## src/rtl/pipe_flush_ctrl_if.sv

```systemverilog
// pipe_flush_ctrl_if: request/redirect bundle between the pipeline and pipe_flush_ctrl
//   master: pipeline side, drives PCSrc/B_OP/B_cond/exc_req/stall/targets, observes redirect outputs
//   slave : controller side, samples requests, drives redirect_valid/redirect_pc/kill/pending/flush_count
interface pipe_flush_ctrl_if #(
   parameter int ADDR_W     = 16,
   parameter int NUM_STAGES = 3,
   parameter int CNT_W      = 16
);
   logic [1:0]            PCSrc;
   logic                  B_OP;
   logic                  B_cond;
   logic                  exc_req;
   logic                  stall;
   logic [ADDR_W-1:0]     jmp_target;
   logic [ADDR_W-1:0]     br_target;
   logic                  redirect_valid;
   logic [ADDR_W-1:0]     redirect_pc;
   logic [NUM_STAGES-1:0] kill;
   logic                  pending;
   logic [CNT_W-1:0]      flush_count;
   modport master (
      output PCSrc, B_OP, B_cond, exc_req, stall, jmp_target, br_target,
      input  redirect_valid, redirect_pc, kill, pending, flush_count
   );
   modport slave (
      input  PCSrc, B_OP, B_cond, exc_req, stall, jmp_target, br_target,
      output redirect_valid, redirect_pc, kill, pending, flush_count
   );
endinterface

```

## src/rtl/pipe_flush_ctrl.sv

```systemverilog
// pipe_flush_ctrl: prioritised redirect/flush controller with stall hold and shadow window
//   clk     : rising-edge clock
//   reset_n : asynchronous active-low reset
//   fc      : slave side of pipe_flush_ctrl_if (requests in, registered redirect/kill/pending/count out)
module pipe_flush_ctrl #(
   parameter int                NUM_STAGES = 3,
   parameter int                ADDR_W     = 16,
   parameter int                JMP_DEPTH  = 1,
   parameter int                BR_DEPTH   = 2,
   parameter int                SHADOW     = 1,
   parameter logic [ADDR_W-1:0] EXC_VECTOR = 'h00F0,
   parameter int                CNT_W      = 16
) (
   input logic               clk,
   input logic               reset_n,
   pipe_flush_ctrl_if.slave  fc
);
   localparam int JD = (JMP_DEPTH > NUM_STAGES) ? NUM_STAGES : JMP_DEPTH;
   localparam int BD = (BR_DEPTH > NUM_STAGES) ? NUM_STAGES : BR_DEPTH;
   localparam logic [NUM_STAGES-1:0] ALL_MASK = '1;
   localparam logic [NUM_STAGES-1:0] JMP_MASK = ALL_MASK >> (NUM_STAGES - JD);
   localparam logic [NUM_STAGES-1:0] BR_MASK  = ALL_MASK >> (NUM_STAGES - BD);
   localparam int SW = (SHADOW > 1) ? $clog2(SHADOW + 1) : 1;
   localparam logic [SW-1:0] SHADOW_LD = SW'(SHADOW);
   // class codes double as priority: a larger code wins
   localparam logic [1:0] C_NONE = 2'd0, C_JMP = 2'd1, C_BR = 2'd2, C_EXC = 2'd3;
   typedef enum logic [1:0] {IDLE, PEND, SHAD} state_t;
   state_t                state_q;
   logic [SW-1:0]         shd_q;
   logic [1:0]            cap_cls_q;
   logic [ADDR_W-1:0]     cap_pc_q;
   logic [NUM_STAGES-1:0] cap_mask_q;
   logic                  rv_q;
   logic [ADDR_W-1:0]     pc_q;
   logic [NUM_STAGES-1:0] kill_q;
   logic [CNT_W-1:0]      cnt_q;
   logic [1:0]            req_cls_d, sel_cls_d;
   logic [ADDR_W-1:0]     req_pc_d, sel_pc_d;
   logic [NUM_STAGES-1:0] req_mask_d, sel_mask_d;
   logic                  take_d, act_d;
   always_comb begin
      req_cls_d  = fc.exc_req ? C_EXC :
                   (fc.PCSrc == 2'd2 || (fc.B_OP && fc.B_cond)) ? C_BR :
                   (fc.PCSrc == 2'd1) ? C_JMP : C_NONE;
      req_pc_d   = (req_cls_d == C_EXC) ? EXC_VECTOR :
                   (req_cls_d == C_BR) ? fc.br_target : fc.jmp_target;
      req_mask_d = (req_cls_d == C_EXC) ? ALL_MASK :
                   (req_cls_d == C_BR) ? BR_MASK :
                   (req_cls_d == C_JMP) ? JMP_MASK : '0;
      // capture is empty outside PEND, so the selection reduces to the incoming request there
      take_d     = req_cls_d >= cap_cls_q;
      sel_cls_d  = take_d ? req_cls_d : cap_cls_q;
      sel_pc_d   = take_d ? req_pc_d : cap_pc_q;
      sel_mask_d = take_d ? req_mask_d : cap_mask_q;
      // inside the shadow window only an exception is honoured
      act_d      = (state_q == SHAD) ? (req_cls_d == C_EXC) : (sel_cls_d != C_NONE);
   end
   always_ff @(posedge clk or negedge reset_n) begin
      if (!reset_n) begin
         state_q    <= IDLE;
         shd_q      <= '0;
         cap_cls_q  <= C_NONE;
         cap_pc_q   <= '0;
         cap_mask_q <= '0;
         rv_q       <= 1'b0;
         pc_q       <= '0;
         kill_q     <= '0;
         cnt_q      <= '0;
      end else begin
         rv_q   <= 1'b0;
         pc_q   <= '0;
         kill_q <= '0;
         if (act_d && fc.stall) begin
            state_q    <= PEND;
            shd_q      <= '0;
            cap_cls_q  <= sel_cls_d;
            cap_pc_q   <= sel_pc_d;
            cap_mask_q <= sel_mask_d;
         end else if (act_d) begin
            rv_q       <= 1'b1;
            pc_q       <= sel_pc_d;
            kill_q     <= sel_mask_d;
            cnt_q      <= (&cnt_q) ? cnt_q : cnt_q + CNT_W'(1);
            cap_cls_q  <= C_NONE;
            cap_pc_q   <= '0;
            cap_mask_q <= '0;
            state_q    <= (SHADOW > 0) ? SHAD : IDLE;
            shd_q      <= SHADOW_LD;
         end else if (state_q == SHAD) begin
            state_q <= (shd_q <= SW'(1)) ? IDLE : SHAD;
            shd_q   <= (shd_q == '0) ? '0 : shd_q - SW'(1);
         end
      end
   end
   assign fc.redirect_valid = rv_q;
   assign fc.redirect_pc    = pc_q;
   assign fc.kill           = kill_q;
   assign fc.pending        = (state_q == PEND);
   assign fc.flush_count    = cnt_q;
endmodule

```

## src/flat_wrapper.sv

```systemverilog
// flat-port wrapper written by rule: the top's interface ports become plain ports
module pipe_flush_ctrl_flat 
#(
   parameter int                NUM_STAGES = 3,
   parameter int                ADDR_W     = 16,
   parameter int                JMP_DEPTH  = 1,
   parameter int                BR_DEPTH   = 2,
   parameter int                SHADOW     = 1,
   parameter logic [ADDR_W-1:0] EXC_VECTOR = 'h00F0,
   parameter int                CNT_W      = 16
)
  (clk, reset_n, fc_PCSrc, fc_B_OP, fc_B_cond, fc_exc_req, fc_stall, fc_jmp_target, fc_br_target, fc_redirect_valid, fc_redirect_pc, fc_kill, fc_pending, fc_flush_count);
  pipe_flush_ctrl_if #(.ADDR_W(ADDR_W), .NUM_STAGES(NUM_STAGES), .CNT_W(CNT_W)) fc_i ();
  input logic clk;
  input logic reset_n;
  input wire logic [$bits(fc_i.PCSrc)-1:0] fc_PCSrc;
  input wire logic [$bits(fc_i.B_OP)-1:0] fc_B_OP;
  input wire logic [$bits(fc_i.B_cond)-1:0] fc_B_cond;
  input wire logic [$bits(fc_i.exc_req)-1:0] fc_exc_req;
  input wire logic [$bits(fc_i.stall)-1:0] fc_stall;
  input wire logic [$bits(fc_i.jmp_target)-1:0] fc_jmp_target;
  input wire logic [$bits(fc_i.br_target)-1:0] fc_br_target;
  output wire logic [$bits(fc_i.redirect_valid)-1:0] fc_redirect_valid;
  output wire logic [$bits(fc_i.redirect_pc)-1:0] fc_redirect_pc;
  output wire logic [$bits(fc_i.kill)-1:0] fc_kill;
  output wire logic [$bits(fc_i.pending)-1:0] fc_pending;
  output wire logic [$bits(fc_i.flush_count)-1:0] fc_flush_count;
  assign fc_i.PCSrc = fc_PCSrc;
  assign fc_i.B_OP = fc_B_OP;
  assign fc_i.B_cond = fc_B_cond;
  assign fc_i.exc_req = fc_exc_req;
  assign fc_i.stall = fc_stall;
  assign fc_i.jmp_target = fc_jmp_target;
  assign fc_i.br_target = fc_br_target;
  assign fc_redirect_valid = fc_i.redirect_valid;
  assign fc_redirect_pc = fc_i.redirect_pc;
  assign fc_kill = fc_i.kill;
  assign fc_pending = fc_i.pending;
  assign fc_flush_count = fc_i.flush_count;
  pipe_flush_ctrl #(.NUM_STAGES(NUM_STAGES), .ADDR_W(ADDR_W), .JMP_DEPTH(JMP_DEPTH), .BR_DEPTH(BR_DEPTH), .SHADOW(SHADOW), .EXC_VECTOR(EXC_VECTOR), .CNT_W(CNT_W)) u_core (.clk(clk), .reset_n(reset_n), .fc(fc_i));
endmodule
```

## config.mk

```make
export PLATFORM = sky130hd
export DESIGN_NAME = pipe_flush_ctrl_flat
export DESIGN_NICKNAME = d
export VERILOG_FILES = /design/src/rtl/pipe_flush_ctrl_if.sv /design/src/rtl/pipe_flush_ctrl.sv /design/src/flat_wrapper.sv
export SDC_FILE = /design/constraint.sdc
export NUM_CORES = 1
export LEC_CHECK = 0
export BUFFER_PORTS_ARGS = -buffer_cell sky130_fd_sc_hd__buf_4
export CAP_MARGIN = 20
export CORE_MARGIN = 8
export CORE_UTILIZATION = 50
export CTS_CLUSTER_DIAMETER = 60
export CTS_CLUSTER_SIZE = 30
export DETAILED_ROUTE_END_ITERATION = 6
export PLACE_DENSITY = 0.76
export SYNTH_ARGS = -nofsm -noshare
export SYNTH_HDL_FRONTEND = slang
export SYNTH_SLANG_ARGS = --single-unit
```

## constraint.sdc

```tcl
create_clock -name clk -period 4.49 [get_ports clk]
set_clock_uncertainty 0.1 [all_clocks]
set_input_delay 0.6735 -clock clk [delete_from_list [all_inputs] [get_ports clk]]
set_output_delay 0.6735 -clock clk [all_outputs]
set_load 0.02 [all_outputs]
```

=== After elaboration in Yosys (flattened, before gate mapping) ===
Index checks and enable logic that the tools add are counted.
Widths: inputs -> output; s select.

* Register bits: 60
* Input bits: 40
* Output and inout bits: 37
* Logic and storage cells: 62

* Add/subtract/negate cells: 2
* Magnitude comparators: 2
* Equal/unequal tests: 7
* Multiplexer cells: 32
* Bitwise gates (word level): 2
* Reductions and logical operators: 8

{| class="wikitable"
|+ Operators with widths
! operator !! count
|-
| $mux 16 || 7
|-
| $mux 3 || 7
|-
| $mux 2 || 9
|-
| $add 16x1->16 const B || 1
|-
| $reduce_and 16->1 || 1
|-
| $mux 1 || 9
|-
| $eq 2x2->1 const B || 4
|-
| $eq 2x1->1 const B || 3
|-
| $reduce_bool 2->1 || 2
|-
| $reduce_and 3->1 || 1
|-
| $reduce_bool 3->1 || 1
|-
| $ge 2x2->1 || 1
|-
| $logic_and 1x1->1 || 2
|-
| $not 1->1 || 2
|-
| $le 1x1->1 const B || 1
|-
| $logic_or 1x1->1 || 1
|-
| $sub 1x1->1 const B || 1
|}

=== Depth between registers and ports, before layout ===
Gate-level depths: netlist of the first run.

* Word-level depth: 11
* Depth in mapped cells: 14

=== Least setup slack after synthesis of the first run ===
No wires, ideal clock.

* Kind: input -> register
* Start: input port fc_B_OP
* End: register u_core.cap_pc_q[14]
* Arrival: 3.075 ns
* Slack: 1.239 ns
* Stages on the path: 14
* Cells stage by stage: nand2_1 o21ai_1 clkbuf_1 or2_2 ha_1 or2_1 buf_2 nand2_1 o32ai_1 a31o_2 or2_1 buf_2 buf_2 o21ai_1

* Longest elaborated chain between the ends: 10
* Elaborated cells on any way between the ends: 16
* Those cells by class: order compare (1); eq/ne (2); mux (8); reduce/logical (5)

{| class="wikitable"
|+ Ends and longest elaborated chain
! element !! line !! RTL
|-
| start, declared || flat_wrapper.sv:17 || <nowiki>input wire logic [$bits(fc_i.B_OP)-1:0] fc_B_OP;</nowiki>
|-
| $logic_and 1x1->1 * || pipe_flush_ctrl.sv:43 || <nowiki>(fc.PCSrc == 2'd2 || (fc.B_OP && fc.B_cond)) ? C_BR :</nowiki>
|-
| $logic_or 1x1->1 * || pipe_flush_ctrl.sv:43 ||
|-
| $mux 2 * || pipe_flush_ctrl.sv:43 ||
|-
| $mux 2 * || pipe_flush_ctrl.sv:42 || <nowiki>req_cls_d = fc.exc_req ? C_EXC :</nowiki>
|-
| $ge 2x2->1 || pipe_flush_ctrl.sv:51 || <nowiki>take_d = req_cls_d >= cap_cls_q;</nowiki>
|-
| $mux 2 || pipe_flush_ctrl.sv:52 || <nowiki>sel_cls_d = take_d ? req_cls_d : cap_cls_q;</nowiki>
|-
| $reduce_bool 2->1 || pipe_flush_ctrl.sv:56 || <nowiki>act_d = (state_q == SHAD) ? (req_cls_d == C_EXC) : (sel_cls_d != C_NONE);</nowiki>
|-
| $mux 1 || pipe_flush_ctrl.sv:56 ||
|-
| $logic_and 1x1->1 || pipe_flush_ctrl.sv:73 || <nowiki>if (act_d && fc.stall) begin</nowiki>
|-
| $mux 16 or $reduce_bool 2->1 (tied branches) || n/a ||
|-
| end signal, assigned || pipe_flush_ctrl.sv:77 || <nowiki>cap_pc_q <= sel_pc_d;</nowiki>
|-
| end, declared || pipe_flush_ctrl.sv:31 || <nowiki>logic [ADDR_W-1:0] cap_pc_q;</nowiki>
|}

Mark *: on every way between the ends. The rest lies on a longest branch, timed or not.
A chain may end at the register's enable or synchronous reset.

=== Final worst setup path of the first run ===
* Start: input port fc_B_OP
* End: register u_core.cap_pc_q[0]

Same word-level chain as after synthesis.

==> results of run 1 <==
-- cell type report --
type,instances,area [µm²],share of cell area (%)
Clock buffer,12,165,4.27
Clock inverter,4,95.1,2.46
Inverter,4,15.0,0.388
Multi-Input combinational cell,213,1410,36.4
Sequential cell,59,1480,38.2
Tap cell,75,93.8,2.43
Timing Repair Buffer,82,616,15.9
-- critical path, stage by stage --
cell and delay, ns:
buf_4 0.11, nand2_1 0.12, o21ai_2 0.08, or2_2 0.28
ha_1 0.29, or2_1 0.29, nand2_1 0.09, o32ai_1 0.31
a31o_2 0.51, or2_1 0.54, o21ai_0 0.16
-- logic make-up (layout without fill, tap and decap cells) --
kind of cell / Yosys count / in the layout
and+or+nand+nor: 103 / 103
AOI/OAI and AO/OA: 74 / 74
DFF: 59 / 59
buffers and inverters: 24 / 102
muxes: 19 / 19
xor gates and xnor gates: 15 / 15
adders and majority gates: 2 / 2
-- worst max path at each step --
stage | start | endpoint | slack [ns] | depth (start not counted)
6_report | fc_B_OP | u_core.cap_pc_q[0] | 1.11 | 11
5_1_grt | fc_B_OP | u_core.cap_pc_q[0] | 0.86 | 11
4_1_cts | fc_B_OP | u_core.cap_pc_q[0] | 1.17 | 11
3_5_place_dp | fc_B_OP | u_core.cap_pc_q[0] | 0.78 | 11
3_3_place_gp | fc_B_OP | u_core.cap_pc_q[5] | 0.93 | 11
2_1_floorplan | fc_B_OP | u_core.cap_pc_q[14] | 1.24 | 14
-- sequential cells by signal (all words and copies together) (netlist names), 2 cells and up --
register               flops
u_core.fc.redirect_pc     16
u_core.cap_mask_q          3
u_core.cap_cls_q           2
u_core.fc.kill             3
u_core.fc.flush_count     16
u_core.cap_pc_q           16
-- power by group --
part	internal [mW]	switching [mW]	total (mW)
Clock	0.413	0.210	0.624
Sequential	0.709	0.143	0.852
Combinational	0.415	0.616	1.03
-- stage by stage --
stage | instances | worst slack, ns | hold WS (ns)
after floorplan | 296 | 1.24 | 0.278
after global placement | 432 | 0.931 | 0.375
after detailed placement | 432 | 0.783 | 0.384
after CTS | 448 | 1.17 | 0.321
after global routing | 449 | 0.855 | 0.360
final | 449 | 1.11 | 0.298
-- synthesized netlist by cell type (2+ instances only) --
master	number	share of area, %
a21oi_1	8	1.3
inv_1	4	0.50
o21ai_0	11	1.8
nor4b_2	2	1.0
o31ai_1	2	0.50
or2_1	2	0.42
nor3_2	6	2.0
o21ai_1	11	1.8
nand2b_1	3	0.62
a2bb2oi_1	12	3.5
dfrtp_1	59	49
o22ai_1	6	1.2
xor2_1	15	4.4
buf_6	3	1.1
nor2_1	33	4.1
nor2b_1	2	0.42
a22o_1	2	0.58
mux2_2	13	4.9
buf_4	2	0.50
nand3_1	7	1.2
a22oi_1	12	3.0
clkbuf_1	9	1.1
mux2i_1	5	1.7
ha_1	2	0.83
nand4_1	2	0.42
nor3b_1	2	0.50
nand2_1	33	4.1
buf_2	6	1.0
nor4_2	3	1.2
-- metal layers --
| metal | global-route usage, % | wire length, µm | up-vias | share of wire (%) |
|---|---|---|---|---|
| li1 | - | - | 1194 | - |
| met1 | 21.7 | 3230 | 1197 | 42 |
| met2 | 28.1 | 3560 | 95 | 47 |
| met3 | 7.61 | 730 | 10 | 9.6 |
| met4 | 6.21 | 84 | 0 | 1.1 |
| met5 | 0 | 0 | - | 0 |
==> reports/results.tsv, run 1 <==
stage	metric	value	unit
sta	max_slew_margin	31.0	%
drt	antenna_left	0	
power	ir_worst_vdd	343	µV
floorplan	rows	28	
grt	antenna_found_initial	0	
sta	min_period	3.38	ns
power	finalPower	2.51	mW
final_layout	fillers	499	
clock_tree	cts_resized	0	
critical_path	worst_r2r_endpoint	u_core.cap_pc_q[0]	
placed_design	dp.final_hpwl	5.29	mm
yosys	yosys_warnings	0	
yosys	ys_types	48	
clock_tree	clk_pin_slew	0.07	ns
critical_path	critPathKind	in -> reg	
final_layout	drive_above_1_share	34.0	%
sta	setup-tns-final	0	ns
floorplan	coreArea	5850	µm²
sta	finalMaxSlewViolations	0	
sta	post-route-period-util	75.2	%
critical_path	worstRegToRegCells	8	
drt	drt_iter0_markers	106	
clock_tree	numCtsBuffers	9	
final_layout	final_common_cell	buf_4	
sta	setup_viol	0	
clock_tree	cts_hold_buffers	0	
yosys	synth_mux_area_share	6.91	%
yosys	seq_area_frac_synth	49.1	%
yosys	synth_fa_ha_area_share	0.832	%
final_layout	postLayoutCoreUtil	66.1	%
job	maxCapViolCount	0	
clock_tree	cts_tree	yes	
sta	grt_setup_unrepaired	no	
clock_tree	htreeDepth	3	
floorplan	die_w	93.5	µm
yosys	async_flop_share	100	%
drt	viasPerCell	5.56	
placed_design	place.gp.congestion	0.818	
yosys	synthXorXnorAreaFrac	4.37	%
grt	first_global_vias	2564	
floorplan	die_y	93.5	µm
sta	worstMarginPinSlew	1.03	ns
critical_path	worstPathArrival	3.47	ns
yosys	synth_ff_type	dfrtp_1	
grt	grt_pass1_wl	12.5	mm
yosys	synth-simple-area-share	18.0	%
clock_tree	clk_path_buf_depth	2	
placed_design	place_area	3600	µm²
final_layout	mostFrequentLayoutCells	buf_4, dfrtp_1, nand2_1, nor2_1, xor2_1	
yosys	syn_inst	296	
final_layout	design_area	3870	µm²
drt	drtPass1Iterations	4	
final_layout	nNetsFinal	411	
critical_path	crit_path_start_kind	input pin	
yosys	synth_area	3010	µm²
clock_tree	numClockSinks	59	
yosys	synth_top_family_by_area	simple AND/OR/NAND/NOR gates	
critical_path	rrSetupSlack	1.57	ns
yosys	synth-edff-count	0	
critical_path	cp_max_fo	23	
clock_tree	clk_latency	0.33	ns
drt	remaining_drc_errors	0	
critical_path	required	4.58	ns
sta	timing.fmax	296	MHz
floorplan	fp.dieArea	8750	µm²
yosys	synth.avg_cell_area	10.2	µm²
sta	hold_violations	0	
final_layout	areaGrowthSynthToFinish	28.6	%
drt	wl_per_cell	16.9	µm
placed_design	port_buffers	76	
power	power.density	648	nW/µm²
clock_tree	cts-root-buf	clkbuf_8	
floorplan	start_util	51.4	%
floorplan	ios	77	
drt	wl	7.60	mm
critical_path	worstReg2RegStart	u_core.cap_cls_q[1]	
outcome	outcome	finished, final reports clean	
yosys	syn_nets	338	
grt	grtUsageTotal	18.0	%
yosys	ys_ff_latch	59	
final_layout	n_antenna_cell	0	
yosys	synth-compound-area-share	16.6	%
power	leakagePower	1.86	nW
min_path	hp-class	in -> async	
grt	grt_max_degree	60	
grt	overflow	0	
drt	num_vias	2496	
critical_path	end_kind	flop	
clock_tree	post_cts_buffers	0	
No activity file was read; power rests on OpenSTA's default activity.
==> inputs of run 2 (changes only) <==
==> constraint.sdc (replaced) <==
create_clock -name clk -period 3.3 [get_ports clk]
set_clock_uncertainty 0.1 [all_clocks]
set_input_delay 0.495 -clock clk [delete_from_list [all_inputs] [get_ports clk]]
set_output_delay 0.495 -clock clk [all_outputs]
set_load 0.02 [all_outputs]
==> run 2 against run 1 <==
Setup slack worse by 0.59 ns. Hold slack got worse by 0.18 ns. Global-route usage up 0.30 points. Register-to-register slack got worse by 0.89 ns. Via count rose by 0.48%. Total power rose by 30%. Combinational power up 41%. First-iteration DRC count increased by 30%.
==> reports/results.tsv, run 2 (synthesis gave the netlist of run 1 again) <==
stage	metric	value	unit	change
outcome	outcome	finished, final reports clean		
sta	max_slew_margin	24.3	%	-6.7 points
critical_path	end_kind	flop		
grt	grt_max_degree	60		unchanged
critical_path	crit_buf_inv	1		unchanged
drt	wl_per_cell	16.6	µm	-1.8%
placed_design	place.gp.congestion	0.840		+2.8%
clock_tree	post_cts_buffers	0		unchanged
critical_path	rrSetupSlack	0.68	ns	-0.89 ns
grt	overflow	0		unchanged
clock_tree	numCtsBuffers	9		unchanged
placed_design	place_inst	439		+1.6%
floorplan	rows	28		unchanged
power	ir_worst_vdd	491	µV	+43%
power	power.density	849	nW/µm²	+31%
clock_tree	numClockSinks	59		unchanged
critical_path	cp_cell_sequence	buf_4 -> nand2_1 -> o21ai_2 -> or2_2 -> ha_1 -> or2_1 -> nand2_1 -> o32ai_1 -> a31o_2 -> or2_1 -> o21ai_0		
grt	antenna_found_initial	0		unchanged
grt	grt_pass1_wl	12.8	mm	+2.3%
critical_path	critPathKind	in -> reg		
final_layout	final_common_cell	buf_4		
placed_design	port_buffers	76		unchanged
power	switching_share	40.2	%	+1.6 points
sta	grt_setup_unrepaired	no		
clock_tree	clk_latency	0.33	ns	about the same
grt	top_usage_layer	met2		
clock_tree	cts_hold_buffers	0		unchanged
floorplan	fp.dieArea	8750	µm²	unchanged
sta	worstMarginPinSlew	1.13	ns	+0.101 ns
final_layout	drive_above_1_share	34.3	%	+0.34 points
grt	first_global_vias	2693		+5.0%
clock_tree	cts-root-buf	clkbuf_8		
drt	remaining_drc_errors	0		unchanged
sta	hold_violations	0		unchanged
critical_path	critical-path-slowest-cell	or2_1		
final_layout	fin_cells	454		+1.1%
critical_path	worstPathArrival	2.86	ns	-0.61 ns
clock_tree	htreeDepth	3		unchanged
floorplan	die_y	93.5	µm	unchanged
final_layout	mostFrequentLayoutCells	buf_4, dfrtp_1, nand2_1, nor2_1, xor2_1		
clock_tree	cts_tree	yes		
drt	drtPass1Iterations	4		unchanged
clock_tree	clk_path_buf_depth	2		unchanged
floorplan	start_util	51.4	%	unchanged
floorplan	die_w	93.5	µm	unchanged
power	power.switching	1.31	mW	+35%
placed_design	dp.final_hpwl	5.27	mm	-0.43%
critical_path	critPathMaxStageDelay	0.49	ns	-0.05 ns
drt	drt_iter0_markers	138		+30%
critical_path	critPathTopFamily	simple AND/OR/NAND/NOR gates		
final_layout	n_antenna_cell	0		unchanged
power	intPower	1.95	mW	+27%
final_layout	nNetsFinal	417		+1.5%
critical_path	crit_path_start_kind	input pin		
clock_tree	clk_pin_slew	0.07	ns	about the same
critical_path	required	3.38	ns	-1.20 ns
final_layout	postLayoutCoreUtil	65.7	%	-0.36 points
final_layout	areaGrowthSynthToFinish	27.9	%	
clock_tree	cts_resized	0		unchanged
sta	finalMaxSlewViolations	0		unchanged
drt	wl	7.55	mm	-0.75%
power	clockPowerShare	20.2	%	-4.7 points
drt	viasPerCell	5.52		-0.63%
min_path	hp-class	in -> async		
drt	num_vias	2508		+0.48%
sta	min_period	2.78	ns	
power	sequentialPowerShare	35.4	%	+1.4 points
sta	post-route-period-util	84.2	%	
sta	setup-tns-final	0	ns	unchanged
grt	grtUsageMet3	5.77	%	-1.8 points
sta	setup_viol	0		unchanged
power	leakagePower	1.85	nW	-0.17%
grt	grtUsageTotal	18.3	%	+0.30 points
floorplan	ios	77		unchanged
power	combPwrFrac	44.4	%	+3.3 points
power	finalPower	3.26	mW	+30%
grt	met2_usage	28.0	%	-0.12 points
sta	timing.fmax	360	MHz	
job	maxCapViolCount	0		unchanged
drt	antenna_left	0		unchanged
floorplan	coreArea	5850	µm²	unchanged
grt	grt_util_met1	23.2	%	+1.5 points
critical_path	cp_max_fo	16		-30%
-- run 2: power groups by stage --
stage	logic (mW)	clock network [mW]	registers [mW]
floorplan	0.826	0	1.28
global placement	1.42	0	1.15
detailed placement	1.46	0	1.16
CTS	1.46	0.673	1.15
global route	1.59	0.705	1.19
finish	1.45	0.658	1.16
-- run 2: final timing paths --
kind	start	endpoint	depth (start not counted)
max reg2reg	u_core.cap_cls_q[1]	u_core.cap_pc_q[2]	8
min	reset_n	u_core.fc.flush_count[8]	1
min reg2reg	u_core.fc.flush_count[15]	u_core.fc.flush_count[15]	1
max in group asynchronous	reset_n	u_core.cap_pc_q[4]	1
max	fc_B_OP	u_core.cap_pc_q[2]	11
min in group clk	fc_stall	u_core.state_q[0]	2
-- run 2: cell type report --
cell class / instances / area [µm²]
Inverter: 4 / 15.0
Timing Repair Buffer: 88 / 661
Tap cell: 75 / 93.8
Clock inverter: 2 / 35.0
Sequential cell: 59 / 1480
Fill cell: 469 / 2000
Multi-Input combinational cell: 213 / 1410
Clock buffer: 13 / 159
-- run 2: per-stage QoR --
stage          instance area [µm²]  worst slack [ns]  hold slack, ns
2_1_floorplan                 3010             0.227          0.0994
3_3_place_gp                  3650             0.332           0.367
3_5_place_dp                  3650             0.172           0.381
4_1_cts                       3850             0.510           0.138
5_1_grt                       3850             0.346           0.181
6_report                      3850             0.520           0.118
-- run 2: layer usage --
layer | routed length (µm) | vias to the layer above
met5 | 0 | -
met4 | 97 | 0
met3 | 551 | 8
met2 | 3490 | 82
met1 | 3410 | 1209
li1 | - | 1209
==> inputs of run 3 (changes only) <==
==> constraint.sdc (replaced) <==
create_clock -name clk -period 2.9 [get_ports clk]
set_clock_uncertainty 0.1 [all_clocks]
set_input_delay 0.435 -clock clk [delete_from_list [all_inputs] [get_ports clk]]
set_output_delay 0.435 -clock clk [all_outputs]
set_load 0.02 [all_outputs]
==> run 3 against run 2 <==
Sequential share of layout area decreased by 0.12 points. Core utilization increased by 0.21 points. Final cell count increased by 0.22%. Wire length decreased by 4.3%. Critical path type unchanged. Largest power group unchanged. Highest routed layer unchanged.
==> reports/results.tsv, run 3 (synthesis gave the netlist of run 1 again) <==
stage	metric	value	unit	change
outcome	outcome	finished, final reports clean		
clock_tree	cts-root-buf	clkbuf_8		
final_layout	areaGrowthSynthToFinish	28.3	%	
final_layout	drive_above_1_share	34.7	%	+0.44 points
floorplan	fp.dieArea	8750	µm²	unchanged
critical_path	crit_path_start_kind	input pin		
clock_tree	clk_latency	0.32	ns	about the same
clock_tree	clk_path_buf_depth	2		unchanged
drt	num_vias	2502		-0.24%
drt	remaining_drc_errors	0		unchanged
clock_tree	numCtsBuffers	9		unchanged
min_path	hp-class	in -> async		
final_layout	design_area	3860	µm²	+0.33%
drt	antenna_left	0		unchanged
clock_tree	clk_pin_slew	0.07	ns	about the same
grt	grt_pass1_wl	12.1	mm	-5.2%
grt	grtUsageTotal	17.1	%	-1.2 points
drt	wl	7.22	mm	-4.3%
final_layout	mostFrequentLayoutCells	buf_4, dfrtp_1, nand2_1, nor2_1, xor2_1		
sta	setup-tns-final	0	ns	unchanged
placed_design	place_ws	-0.0283	ns	-0.200 ns
grt	antenna_found_initial	0		unchanged
clock_tree	cts_tree	yes		
final_layout	n_antenna_cell	0		unchanged
critical_path	worstRegToRegCells	8		unchanged
critical_path	cp_cell_sequence	buf_4 -> nand2_1 -> o21ai_2 -> or2_2 -> ha_1 -> or2_1 -> nand2_1 -> o32ai_1 -> a31o_2 -> or2_1 -> o21ai_0		
critical_path	rrSetupSlack	0.44	ns	-0.24 ns
clock_tree	cts_resized	0		unchanged
floorplan	coreArea	5850	µm²	unchanged
clock_tree	htreeDepth	3		unchanged
placed_design	place_area	3660	µm²	+0.34%
drt	drtPass1Iterations	4		unchanged
sta	setup_viol	0		unchanged
drt	viasPerCell	5.50		-0.46%
floorplan	die_y	93.5	µm	unchanged
clock_tree	cts_hold_buffers	0		unchanged
floorplan	ios	77		unchanged
critical_path	critPathKind	in -> reg		
job	maxCapViolCount	0		unchanged
sta	post-route-period-util	88.6	%	
clock_tree	numClockSinks	59		unchanged
drt	wl_per_cell	15.9	µm	-4.5%
floorplan	start_util	51.4	%	unchanged
final_layout	final_common_cell	buf_4		
sta	setup_slack	0.332	ns	-0.188 ns
power	ir_worst_vdd	527	µV	+7.4%
drt	drt_iter0_markers	107		-22%
power	leakagePower	1.86	nW	+0.23%
final_layout	nNetsFinal	417		unchanged
floorplan	rows	28		unchanged
sta	worstMarginPinSlew	1.04	ns	-0.0905 ns
critical_path	critical-path-slowest-cell	or2_1		
power	power.density	956	nW/µm²	+13%
critical_path	end_kind	flop		
grt	overflow	0		unchanged
grt	grt_max_degree	60		unchanged
sta	max_slew_margin	30.3	%	+6.1 points
sta	grt_setup_unrepaired	no		
sta	finalMaxSlewViolations	0		unchanged
sta	hold_violations	0		unchanged
critical_path	worstPathArrival	2.65	ns	-0.21 ns
placed_design	dp.final_hpwl	5.06	mm	-3.9%
critical_path	critPathMaxStageDelay	0.48	ns	about the same
critical_path	required	2.98	ns	-0.40 ns
sta	min_period	2.57	ns	
clock_tree	post_cts_buffers	0		unchanged
placed_design	port_buffers	76		unchanged
sta	timing.fmax	389	MHz	
floorplan	die_w	93.5	µm	unchanged
placed_design	place.gp.congestion	0.821		-2.3%
critical_path	cp_max_fo	16		unchanged
grt	first_global_vias	2568		-4.6%
==> run 3: cell count changes in the layout (fill, tap and decap cells not counted), sizes merged <==
cell      previous run  this run
clkinvlp             0         1
clkinv               1         3
clkbuf              13        11
==> run 3: cell type report <==
class                      instances  area (µm²)
fill                             481        1990
clock buffer                      11         141
inverter                           4        15.0
multi-input combinational        213        1410
sequential                        59        1480
clock inverter                     5        52.6
tap                               75        93.8
timing repair buffer              88         673
==> run 3: per-stage QoR <==
| step | instances | power (mW) | util (%) | hold slack, ns |
|---|---|---|---|---|
| global route | 455 | 3.95 | 66.0 | 0.127 |
| floorplan | 296 | 2.40 | - | 0.0394 |
| finish | 455 | 3.69 | 66.0 | 0.0794 |
| detailed placement | 439 | 2.97 | 62.6 | 0.375 |
| CTS | 455 | 3.72 | 66.0 | 0.100 |
| global placement | 439 | 2.93 | 62.6 | 0.366 |
==> run 3: path summary, 6_finish.rpt <==
| kind | start | end |
|---|---|---|
| max | fc_B_OP | u_core.cap_pc_q[0] |
| min | reset_n | u_core.fc.flush_count[7] |
| max reg2reg | u_core.cap_cls_q[1] | u_core.cap_pc_q[6] |
| min reg2reg | u_core.cap_mask_q[2] | u_core.cap_mask_q[2] |
| max in group asynchronous | reset_n | u_core.cap_pc_q[4] |
| min in group clk | fc_stall | u_core.state_q[0] |
==> run 3: where the power goes <==
part	total [mW]	internal (mW)	switching, mW
Clock	0.733	0.416	0.317
Sequential	1.31	1.10	0.215
Combinational	1.64	0.695	0.948
==> run 3: metal layers <==
layer  track usage [%]  part of all wire [%]
met1              21.0                    46
met2              27.4                    47
met3              5.05                   6.3
met4              6.87                   1.2
met5                 0                     0
==> run 3: critical path, delay by kind of cell <==
kind,cells,cell delay (ns)
AOI/OAI and AO/OA,4,0.74
adders and majority gates,1,0.29
buffers and inverters,1,0.11
and+or+nand+nor,5,1.06
